[src/rtl/cla_8bit_with_2_four_bit_if.sv]
// Operand/result bundle for the 8-bit CLA adder/subtractor.
// The master drives the operands and the slave (the adder) returns the registered result.
interface cla_8bit_with_2_four_bit_if;
    logic [7:0] A;
    logic [7:0] B;
    logic       op;
    logic [7:0] S;
    logic       cout;
    logic       overflow;

    modport master (
        output A, B, op,
        input  S, cout, overflow
    );

    modport slave (
        input  A, B, op,
        output S, cout, overflow
    );
endinterface

[src/rtl/cla_8bit_with_2_four_bit.sv]
// Registered 8-bit add/sub built from two 4-bit CLA slices and a second-level carry unit.
// Optional macro CLA_SATURATE_EN clamps S to 7F/80 on signed overflow.
module cla_8bit_with_2_four_bit (
    input  logic clk,
    input  logic rst,
    cla_8bit_with_2_four_bit_if.slave bus
);
    localparam int unsigned W  = 8;
    localparam int unsigned SW = 4;

    // Flat 4-bit lookahead: returns {gp, gg, c3, c2, c1}
    function automatic logic [4:0] cla4(input logic [SW-1:0] g,
                                        input logic [SW-1:0] p,
                                        input logic          ci);
        logic c1, c2, c3, gg, gp;
        c1 = g[0] | (p[0] & ci);
        c2 = g[1] | (p[1] & g[0]) | (p[1] & p[0] & ci);
        c3 = g[2] | (p[2] & g[1]) | (p[2] & p[1] & g[0]) | (p[2] & p[1] & p[0] & ci);
        gg = g[3] | (p[3] & g[2]) | (p[3] & p[2] & g[1]) | (p[3] & p[2] & p[1] & g[0]);
        gp = &p;
        return {gp, gg, c3, c2, c1};
    endfunction

    logic [W-1:0] bb, g, p, c, sum;
    logic [4:0]   lo, hi;
    logic         c4, c8, ov;
    logic [W-1:0] s_d, s_q;
    logic         cout_d, cout_q, ov_d, ov_q;

    always_comb begin
        bb  = bus.B ^ {W{bus.op}};
        g   = bus.A & bb;
        p   = bus.A ^ bb;
        lo  = cla4(g[SW-1:0], p[SW-1:0], bus.op);
        // High slice carry-in comes straight from the group unit, not from the low slice's c3
        c4  = lo[3] | (lo[4] & bus.op);
        hi  = cla4(g[W-1:SW], p[W-1:SW], c4);
        c8  = hi[3] | (hi[4] & lo[3]) | (hi[4] & lo[4] & bus.op);
        c   = {hi[2:0], c4, lo[2:0], bus.op};
        sum = p ^ c;
        ov  = c[W-1] ^ c8;

        cout_d = c8;
        ov_d   = ov;
`ifdef CLA_SATURATE_EN
        if (ov) begin
            s_d = bus.A[W-1] ? W'(8'h80) : W'(8'h7F);
        end else begin
            s_d = sum;
        end
`else
        s_d = sum;
`endif
    end

    always_ff @(posedge clk) begin
        if (rst) begin
            s_q    <= '0;
            cout_q <= 1'b0;
            ov_q   <= 1'b0;
        end else begin
            s_q    <= s_d;
            cout_q <= cout_d;
            ov_q   <= ov_d;
        end
    end

    assign bus.S        = s_q;
    assign bus.cout     = cout_q;
    assign bus.overflow = ov_q;
endmodule

[src/flat_wrapper.sv]
// flat-port wrapper written by rule: the top's interface ports become plain ports
module cla_8bit_with_2_four_bit_flat 
  (clk, rst, bus_A, bus_B, bus_op, bus_S, bus_cout, bus_overflow);
  cla_8bit_with_2_four_bit_if bus_i ();
  input  logic clk;
  input  logic rst;
  input wire logic [$bits(bus_i.A)-1:0] bus_A;
  input wire logic [$bits(bus_i.B)-1:0] bus_B;
  input wire logic [$bits(bus_i.op)-1:0] bus_op;
  output wire logic [$bits(bus_i.S)-1:0] bus_S;
  output wire logic [$bits(bus_i.cout)-1:0] bus_cout;
  output wire logic [$bits(bus_i.overflow)-1:0] bus_overflow;
  assign bus_i.A = bus_A;
  assign bus_i.B = bus_B;
  assign bus_i.op = bus_op;
  assign bus_S = bus_i.S;
  assign bus_cout = bus_i.cout;
  assign bus_overflow = bus_i.overflow;
  cla_8bit_with_2_four_bit u_core (.clk(clk), .rst(rst), .bus(bus_i));
endmodule
[config.mk]
export PLATFORM = sky130hd
export DESIGN_NAME = cla_8bit_with_2_four_bit_flat
export DESIGN_NICKNAME = d
export VERILOG_FILES = /design/src/rtl/cla_8bit_with_2_four_bit_if.sv /design/src/rtl/cla_8bit_with_2_four_bit.sv /design/src/flat_wrapper.sv
export SDC_FILE = /design/constraint.sdc
export NUM_CORES = 1
export LEC_CHECK = 0
export BUFFER_PORTS_ARGS = -buffer_cell sky130_fd_sc_hd__buf_2
export CORE_UTILIZATION = 41
export DETAILED_ROUTE_END_ITERATION = 8
export PLACE_DENSITY = 0.81
export SYNTH_ARGS = -nofsm -noshare
export SYNTH_HDL_FRONTEND = slang
export SYNTH_SLANG_ARGS = --single-unit
[constraint.sdc]
create_clock -name clk -period 1.8 [get_ports clk]
set_input_delay 0 -clock clk [delete_from_list [all_inputs] [get_ports clk]]
set_output_delay 0 -clock clk [all_outputs]
set_load 0.01 [all_outputs]
Word-level counts from Yosys, hierarchy flattened
Cells that the tools add are included.
Widths: inputs -> output; s select.
- bitwise operators: 58
- reduce and logical (&&, ||, !) cells: 2
- operators by type and width (operator ; count):
    $and 1x1->1 ; 32
    $xor 8x8->8 ; 3
    $or 1x1->1 ; 21
    $and 8x8->8 ; 1
    $reduce_and 4->1 ; 2
    $xor 1x1->1 ; 1
- bits in registers: 10
- input port bits: 19
- output and inout port bits: 10
- logic and storage cells: 63

Longest topological paths before layout
Gate-level depths: netlist (run 1).
- depth in word-level cells: 10
- mapped depth: 9
- gate-level depth less buffers: 8

Least setup slack after synthesis (run 1)
Ideal clock, no wire load.
- kind: in2reg
- from: in bus_op
- to: reg u_core.s_q[6], in the netlist u_core.bus.S[6]
- library setup time: 0.123 ns
- arrival time: 1.745 ns
- required time: 1.677 ns
- slack: -0.068 ns
- stages: 7
- buffers on the path: 1
- path through: buf_2 xor2_1 ha_1 a211o_1 a31o_4 a31oi_1 mux2_1
- longest elaborated chain between the ends: 10
- elaborated cells on any way between the ends: 20
- classes of those cells: bitwise (19); reduce/logical (1)
- ends and longest elaborated chain (what ; RTL line ; text):
    from (decl) ; flat_wrapper.sv:9 ; input wire logic [$bits(bus_i.op)-1:0] bus_op;
    $xor 8x8->8 ; cla_8bit_with_2_four_bit.sv:31 ; bb = bus.B ^ {W{bus.op}};
    $xor 8x8->8 or $and 8x8->8 (tied branches) ; cla_8bit_with_2_four_bit.sv:33, cla_8bit_with_2_four_bit.sv:32 ;
    $and 1x1->1 ; cla_8bit_with_2_four_bit.sv:19 ; gg = g[3] | (p[3] & g[2]) | (p[3] & p[2] & g[1]) | (p[3] & p[2] & p[1] & g[0]);
    $or 1x1->1 or $and 1x1->1 (tied branches) (2 in series) ; cla_8bit_with_2_four_bit.sv:19 ;
    $or 1x1->1 ; cla_8bit_with_2_four_bit.sv:19 ;
    $or 1x1->1 ; cla_8bit_with_2_four_bit.sv:36 ; c4 = lo[3] | (lo[4] & bus.op);
    $and 1x1->1 ; cla_8bit_with_2_four_bit.sv:17 ; c2 = g[1] | (p[1] & g[0]) | (p[1] & p[0] & ci);
    $or 1x1->1 ; cla_8bit_with_2_four_bit.sv:17 ;
    $xor 8x8->8 * ; cla_8bit_with_2_four_bit.sv:40 ; sum = p ^ c;
    to (signal assigned) ; cla_8bit_with_2_four_bit.sv:58 ; s_q <= '0;
    to (signal assigned) ; cla_8bit_with_2_four_bit.sv:62 ; s_q <= s_d;
    to (decl) ; cla_8bit_with_2_four_bit.sv:27 ; logic [W-1:0] s_d, s_q;
Every way passes the cells marked *; elsewhere a longest branch is shown, timed or not.
A chain may end at the register's enable or synchronous reset.

Worst setup path in the final report (run 1)
Ends and elaborated chain as after synthesis.

==> results.sh, run 1 <==
export IMPL_status="finished, final reports clean"
export IMPL_peakVddDrop_mv=0.321
export IMPL_startpoint_type="input pin"
export IMPL_synth_top_area_share_pct=30.1
export IMPL_gp_congestion=0.681
export IMPL_synth_area_um2=664
export IMPL_rows=14
export IMPL_final_setup_viol_count=0
export IMPL_grt_pass1_vias=549
export IMPL_fin_nets=129
export IMPL_fin_setup_tns_ns=0
export IMPL_synth_seq_cells=10
export IMPL_antenna_found_initial=0
export IMPL_die_w_um=42.3
export IMPL_hold_viol=0
export IMPL_cts_resized=0
export IMPL_routed_wirelength_um=1220
export IMPL_synth_area_top_cells="dfxtp_1, ha_1, xor2_1"
export IMPL_area_growth_pct=35.0
export IMPL_drive_gt1_share_pct=43.0
export IMPL_root_buffer="clkbuf_4"
export IMPL_viasPerCell=4.92
export IMPL_overflow=0
export IMPL_fin_util_pct=59.6
export IMPL_hold_class="input pin to flip-flop"
export IMPL_rsz0062_at_grt="false"
export IMPL_postRouteAntennaNets=0
export IMPL_antenna_cells=0
export IMPL_finalCritPeriodShare_pct=84.6
export IMPL_seq_area_frac_synth_pct=30.1
export IMPL_yosys_warnings=0
export IMPL_grt_start_max_net_pins=13
export IMPL_synth_simple_area_share_pct=9.42
export IMPL_synth_cell_types=27
export IMPL_first_iter_violations=2
export IMPL_die_h_um=42.3
export IMPL_synth_top_area_cell="dfxtp_1"
export IMPL_initial_utilization_pct=44.1
export IMPL_path_clk_slew_ns=0.07
export IMPL_clock_path_buffers=2
export IMPL_muxShareOfSynthArea_pct=6.21
export IMPL_io_pins=29
export IMPL_post_drt_wl_per_cell_um=10.5
export IMPL_cts_tree="yes"
export IMPL_place_hpwl_um=1040
export IMPL_htree_levels=1
export IMPL_max_cap_violations=0
export IMPL_report_final_slew_viol_count=0
export IMPL_io_buffers=28
export IMPL_vias=571
export IMPL_synth_compound_area_share_pct=17.3
export IMPL_worst_setup_path_end_kind="flip-flop"
export IMPL_clock_fmax_ghz=0.657
export IMPL_fin_crit_ns=1.52
export IMPL_clock_sinks=10
export IMPL_crit_required_ns=1.96
export IMPL_synth_xor_area_share_pct=15.8
export IMPL_synth_avg_cell_area_um2=10.4
export IMPL_relSlewSlack_pct=81.3
export IMPL_cp_max_fo=6
export IMPL_cts_hold_buffers=0
export IMPL_worst_slew_pin_slew_ns=0.281
export IMPL_drc=0
export IMPL_powerDensity_nw_per_um2=849
export IMPL_multiInputGateArea_um2=444
export IMPL_core_area_um2=1510
export IMPL_syn_num_nets=92
export IMPL_track_usage_pct=15.0
export IMPL_grt_first_pass_wirelength_um=2010
export IMPL_fillers=145
export IMPL_seqCellArea_um2=200
export IMPL_synthesis_instances=64
export IMPL_synth_top_family_by_area="adder cells"
export IMPL_crit_type="input pin to flip-flop"
export IMPL_die_area_um2=1790
export IMPL_post_cts_buffers=0
export IMPL_arrival_ns=1.68
export IMPL_cts_made_buffers=3
export IMPL_synth_fa_ha_area_share_pct=18.1
export IMPL_dr_pass1_iters=2
export IMPL_leakagePower_nw=0.484
[cell usage in the layout (no fill, tap or decap), types with 2 or more instances in the layout]
| master | n |
|---|---|
| buf_2 | 28 |
| xor2_1 | 10 |
| dfxtp_1 | 10 |
| ha_1 | 8 |
| buf_4 | 6 |
| nor2_1 | 5 |
| mux2i_1 | 3 |
| clkbuf_4 | 3 |
| inv_1 | 2 |
| a21o_1 | 2 |
| nor2b_1 | 2 |
| xnor2_1 | 2 |
| a211oi_1 | 2 |
| nand2b_1 | 2 |
[metal layers]
layer / part of all wire (%) / track usage, %
met1: 42 / 14.6
met2: 48 / 26.2
met3: 8.0 / 5.60
met4: 2.0 / 9.38
met5: 0 / 0
[critical path: stages]
cell and delay (ns):
buf_2 0.15, xor2_1 0.17, ha_1 0.29, a211o_1 0.30, a31o_4 0.26, a31oi_1 0.18
mux2_1 0.34
[final timing paths]
kind | from | slack (ns) | cells after the start | end
worst max-delay path | bus_op | 0.28 | 7 | u_core.bus.S[6]$_SDFF_PP0_
worst min-delay path | rst | 0.03 | 2 | u_core.bus.S[4]$_SDFF_PP0_
[sequential cells by signal, summed over array words and instances (netlist names)]
register,flops
u_core.bus.S,8
u_core.bus.overflow,1
u_core.bus.cout,1
[cell families after synthesis]
logic type / Yosys count
compound gates: 12
xor+xnor: 12
simple gates: 12
flops: 10
fa+ha+maj: 9
buf+inv: 5
mux: 4
[synthesized netlist by cell type]
cell / count
buf_2: 1
a21o_1: 2
mux2i_1: 3
inv_2: 1
clkbuf_1: 1
inv_1: 2
o21ai_1: 1
dfxtp_1: 10
nand2b_1: 2
a21o_2: 1
o21a_1: 1
fa_1: 1
a211oi_1: 2
or2_2: 1
xnor2_1: 2
xor2_1: 10
a21oi_1: 1
and3_1: 1
a31o_4: 1
a221oi_4: 1
a211o_1: 1
a31oi_1: 1
nor2_1: 5
or3_1: 1
mux2_1: 1
nor2b_1: 2
ha_1: 8
[power by group]
part           switching, mW  leakage, nW  internal, mW
Clock                 0.0798       0.0210         0.123
Combinational          0.141        0.379         0.153
Sequential           0.00733       0.0833         0.258
Total                  0.228        0.484         0.533
[stage by stage]
step | cell area, µm² | cells | hold slack (ns) | setup slack [ns] | power (mW)
detailed placement | 861 | 112 | 0.308 | -0.0140 | 0.567
global route | 897 | 116 | 0.0423 | 0.194 | 0.811
CTS | 897 | 116 | 0.0261 | 0.274 | 0.773
floorplan | 667 | 64 | 0.176 | 0.00105 | 0.466
finish | 897 | 116 | 0.0272 | 0.278 | 0.762
global placement | 861 | 112 | 0.295 | 0.0430 | 0.561
[area by class of cell]
cell class	instances	share of cell area (%)
sequential	10	22.3
inverter	3	1.26
tap	16	2.23
clock buffer	4	4.04
timing repair buffer	34	20.6
multi-input combinational	49	49.5
Note: power is estimated with default switching activity, not from simulation.
==> inputs of run 2 (changes only) <==
--- a/config.mk
+++ b/config.mk
@@ -6,9 +6,9 @@
 export NUM_CORES = 1
 export LEC_CHECK = 0
 export BUFFER_PORTS_ARGS = -buffer_cell sky130_fd_sc_hd__buf_2
-export CORE_UTILIZATION = 41
+export CORE_UTILIZATION = 45
 export DETAILED_ROUTE_END_ITERATION = 8
-export PLACE_DENSITY = 0.81
+export PLACE_DENSITY = 0.84
 export SYNTH_ARGS = -nofsm -noshare
 export SYNTH_HDL_FRONTEND = slang
 export SYNTH_SLANG_ARGS = --single-unit
==> constraint.sdc (replaced) <==
create_clock -name clk -period 1.48 [get_ports clk]
set_input_delay 0 -clock clk [delete_from_list [all_inputs] [get_ports clk]]
set_output_delay 0 -clock clk [all_outputs]
set_load 0.01 [all_outputs]
==> results.sh, run 2 (synthesized netlist as in run 1, its figures left out) <==
export IMPL_status="finished, violations left"
export IMPL_violations="negative setup slack"
export IMPL_max_cap_violations=0
export IMPL_rsz0062_at_grt="true"
export IMPL_fin_nets=133
export IMPL_relSlewSlack_pct=80.4
export IMPL_finalCritPeriodShare_pct=100
export IMPL_powerDensity_nw_per_um2=963
export IMPL_cts_made_buffers=3
export IMPL_clock_sinks=10
export IMPL_fin_ws_ns=-0.00172
export IMPL_final_common_cell="buf_2"
export IMPL_postRouteAntennaNets=0
export IMPL_post_drt_wl_per_cell_um=11.1
export IMPL_seq_power_share_pct=36.1
export IMPL_track_usage_pct=17.5
export IMPL_cts_hold_buffers=0
export IMPL_p_sw_mw=0.274
export IMPL_grt_first_pass_wirelength_um=1960
export IMPL_report_final_slew_viol_count=0
export IMPL_dr_pass1_iters=4
export IMPL_vias=599
export IMPL_antenna_cells=0
export IMPL_overflow=0
export IMPL_die_w_um=40.4
export IMPL_cp_max_fo=5
export IMPL_fillers=122
export IMPL_crit_chain="buf_6 -> xor2_1 -> ha_1 -> a211o_1 -> a31o_4 -> a31oi_1 -> mux2_1"
export IMPL_worst_slew_pin_slew_ns=0.293
export IMPL_worst_setup_path_end_kind="flip-flop"
export IMPL_cpPeakStageDelay_ns=0.34
export IMPL_arrival_ns=1.62
export IMPL_finalNonFillerCells=118
export IMPL_area_growth_pct=39.2
export IMPL_clock_path_buffers=2
export IMPL_largest_reg_flops=8
export IMPL_io_buffers=28
export IMPL_mostFrequentLayoutCells="buf_2, xor2_1, buf_4, dfxtp_1, ha_1"
export IMPL_peakVddDrop_mv=0.430
export IMPL_viasPerCell=5.08
export IMPL_routed_wirelength_um=1310
export IMPL_dp_cells=114
export IMPL_antenna_found_initial=0
export IMPL_gp_congestion=0.666
export IMPL_cpMaxStageDelayCell="mux2_1"
export IMPL_path_clk_slew_ns=0.07
export IMPL_intPower_mw=0.616
export IMPL_clock_fmax_ghz=0.675
export IMPL_final_setup_viol_count=1
export IMPL_startpoint="bus_op"
export IMPL_fin_util_pct=69.3
export IMPL_hold_start="rst"
export IMPL_leakagePower_nw=0.500
export IMPL_io_pins=29
export IMPL_drive_gt1_share_pct=44.7
export IMPL_startpoint_type="input pin"
export IMPL_htree_levels=1
export IMPL_p_clk_share_pct=20.1
export IMPL_die_area_um2=1630
export IMPL_switching_share_pct=30.8
export IMPL_first_iter_violations=7
export IMPL_fin_crit_ns=1.48
export IMPL_hold_class="input pin to flip-flop"
export IMPL_crit_type="input pin to flip-flop"
export IMPL_path_buf_inv=1
export IMPL_root_buffer="clkbuf_4"
export IMPL_place_hpwl_um=1060
export IMPL_grt_pass1_vias=523
export IMPL_cts_tree="yes"
export IMPL_whs_ns=0.0501
export IMPL_power_share_combinational_pct=43.8
export IMPL_initial_utilization_pct=49.8
export IMPL_grt_start_max_net_pins=13
export IMPL_die_h_um=40.4
export IMPL_cp_top_family="compound AO/OA/AOI/OAI gates"
export IMPL_drc=0
export IMPL_hold_viol=0
export IMPL_rows=13
export IMPL_crit_required_ns=1.62
export IMPL_fin_setup_tns_ns=-0.00172
export IMPL_core_area_um2=1330
-- run 2: cell count changes in the layout (fill, tap and decap cells not counted), sizes merged --
cell,before,now
clkbuf,4,3
buf,34,38
-- run 2: power groups by stage --
| stage | Clock (mW) | Combinational, mW | Sequential (mW) |
|---|---|---|---|
| after detailed placement | 0 | 0.379 | 0.328 |
| after global routing | 0.196 | 0.432 | 0.329 |
| after global placement | 0 | 0.369 | 0.328 |
| final | 0.179 | 0.390 | 0.321 |
| after CTS | 0.182 | 0.389 | 0.322 |
| after floorplan | 0 | 0.216 | 0.355 |
-- run 2: area by class of cell --
cell class,count,area (µm²),share of cell area (%)
repair buffers,38,228,24.6
inverters,3,11.3,1.22
multi-input cells,49,444,48.0
well taps,15,18.8,2.03
flip-flops and latches,10,200,21.7
clock buffers,3,22.5,2.44
-- run 2: layer usage --
layer | wire [µm] | vias up | share of wire [%] | track usage [%]
met2 | 711 | 25 | 54 | 37.7
met4 | 4 | 0 | 0.31 | 2.50
met1 | 520 | 272 | 40 | 17.5
li1 | - | 300 | - | -
met3 | 71 | 2 | 5.4 | 1.67
met5 | 0 | - | 0 | 0
-- run 2: what timing repair did --
item                       4_1_cts  5_1_grt
resized for setup                2        1
setup buffers                    1        0
pin swaps                        1        1
setup endpoints to repair        4        5
-- run 2: final timing paths --
path	to	slack [ns]	cells past startpoint
worst min-delay path	u_core.bus.S[4]$_SDFF_PP0_	0.05	2
worst max-delay path	u_core.bus.S[6]$_SDFF_PP0_	-0.002	7
-- run 2: metrics by stage --
| step | setup WS, ns | total power, mW | instance area (µm²) |
|---|---|---|---|
| 2_1_floorplan | -0.220 | 0.570 | 679 |
| 3_3_place_gp | -0.226 | 0.697 | 882 |
| 3_5_place_dp | -0.269 | 0.707 | 882 |
| 4_1_cts | 0.00546 | 0.892 | 918 |
| 5_1_grt | -0.0361 | 0.956 | 925 |
| 6_report | -0.00172 | 0.890 | 925 |
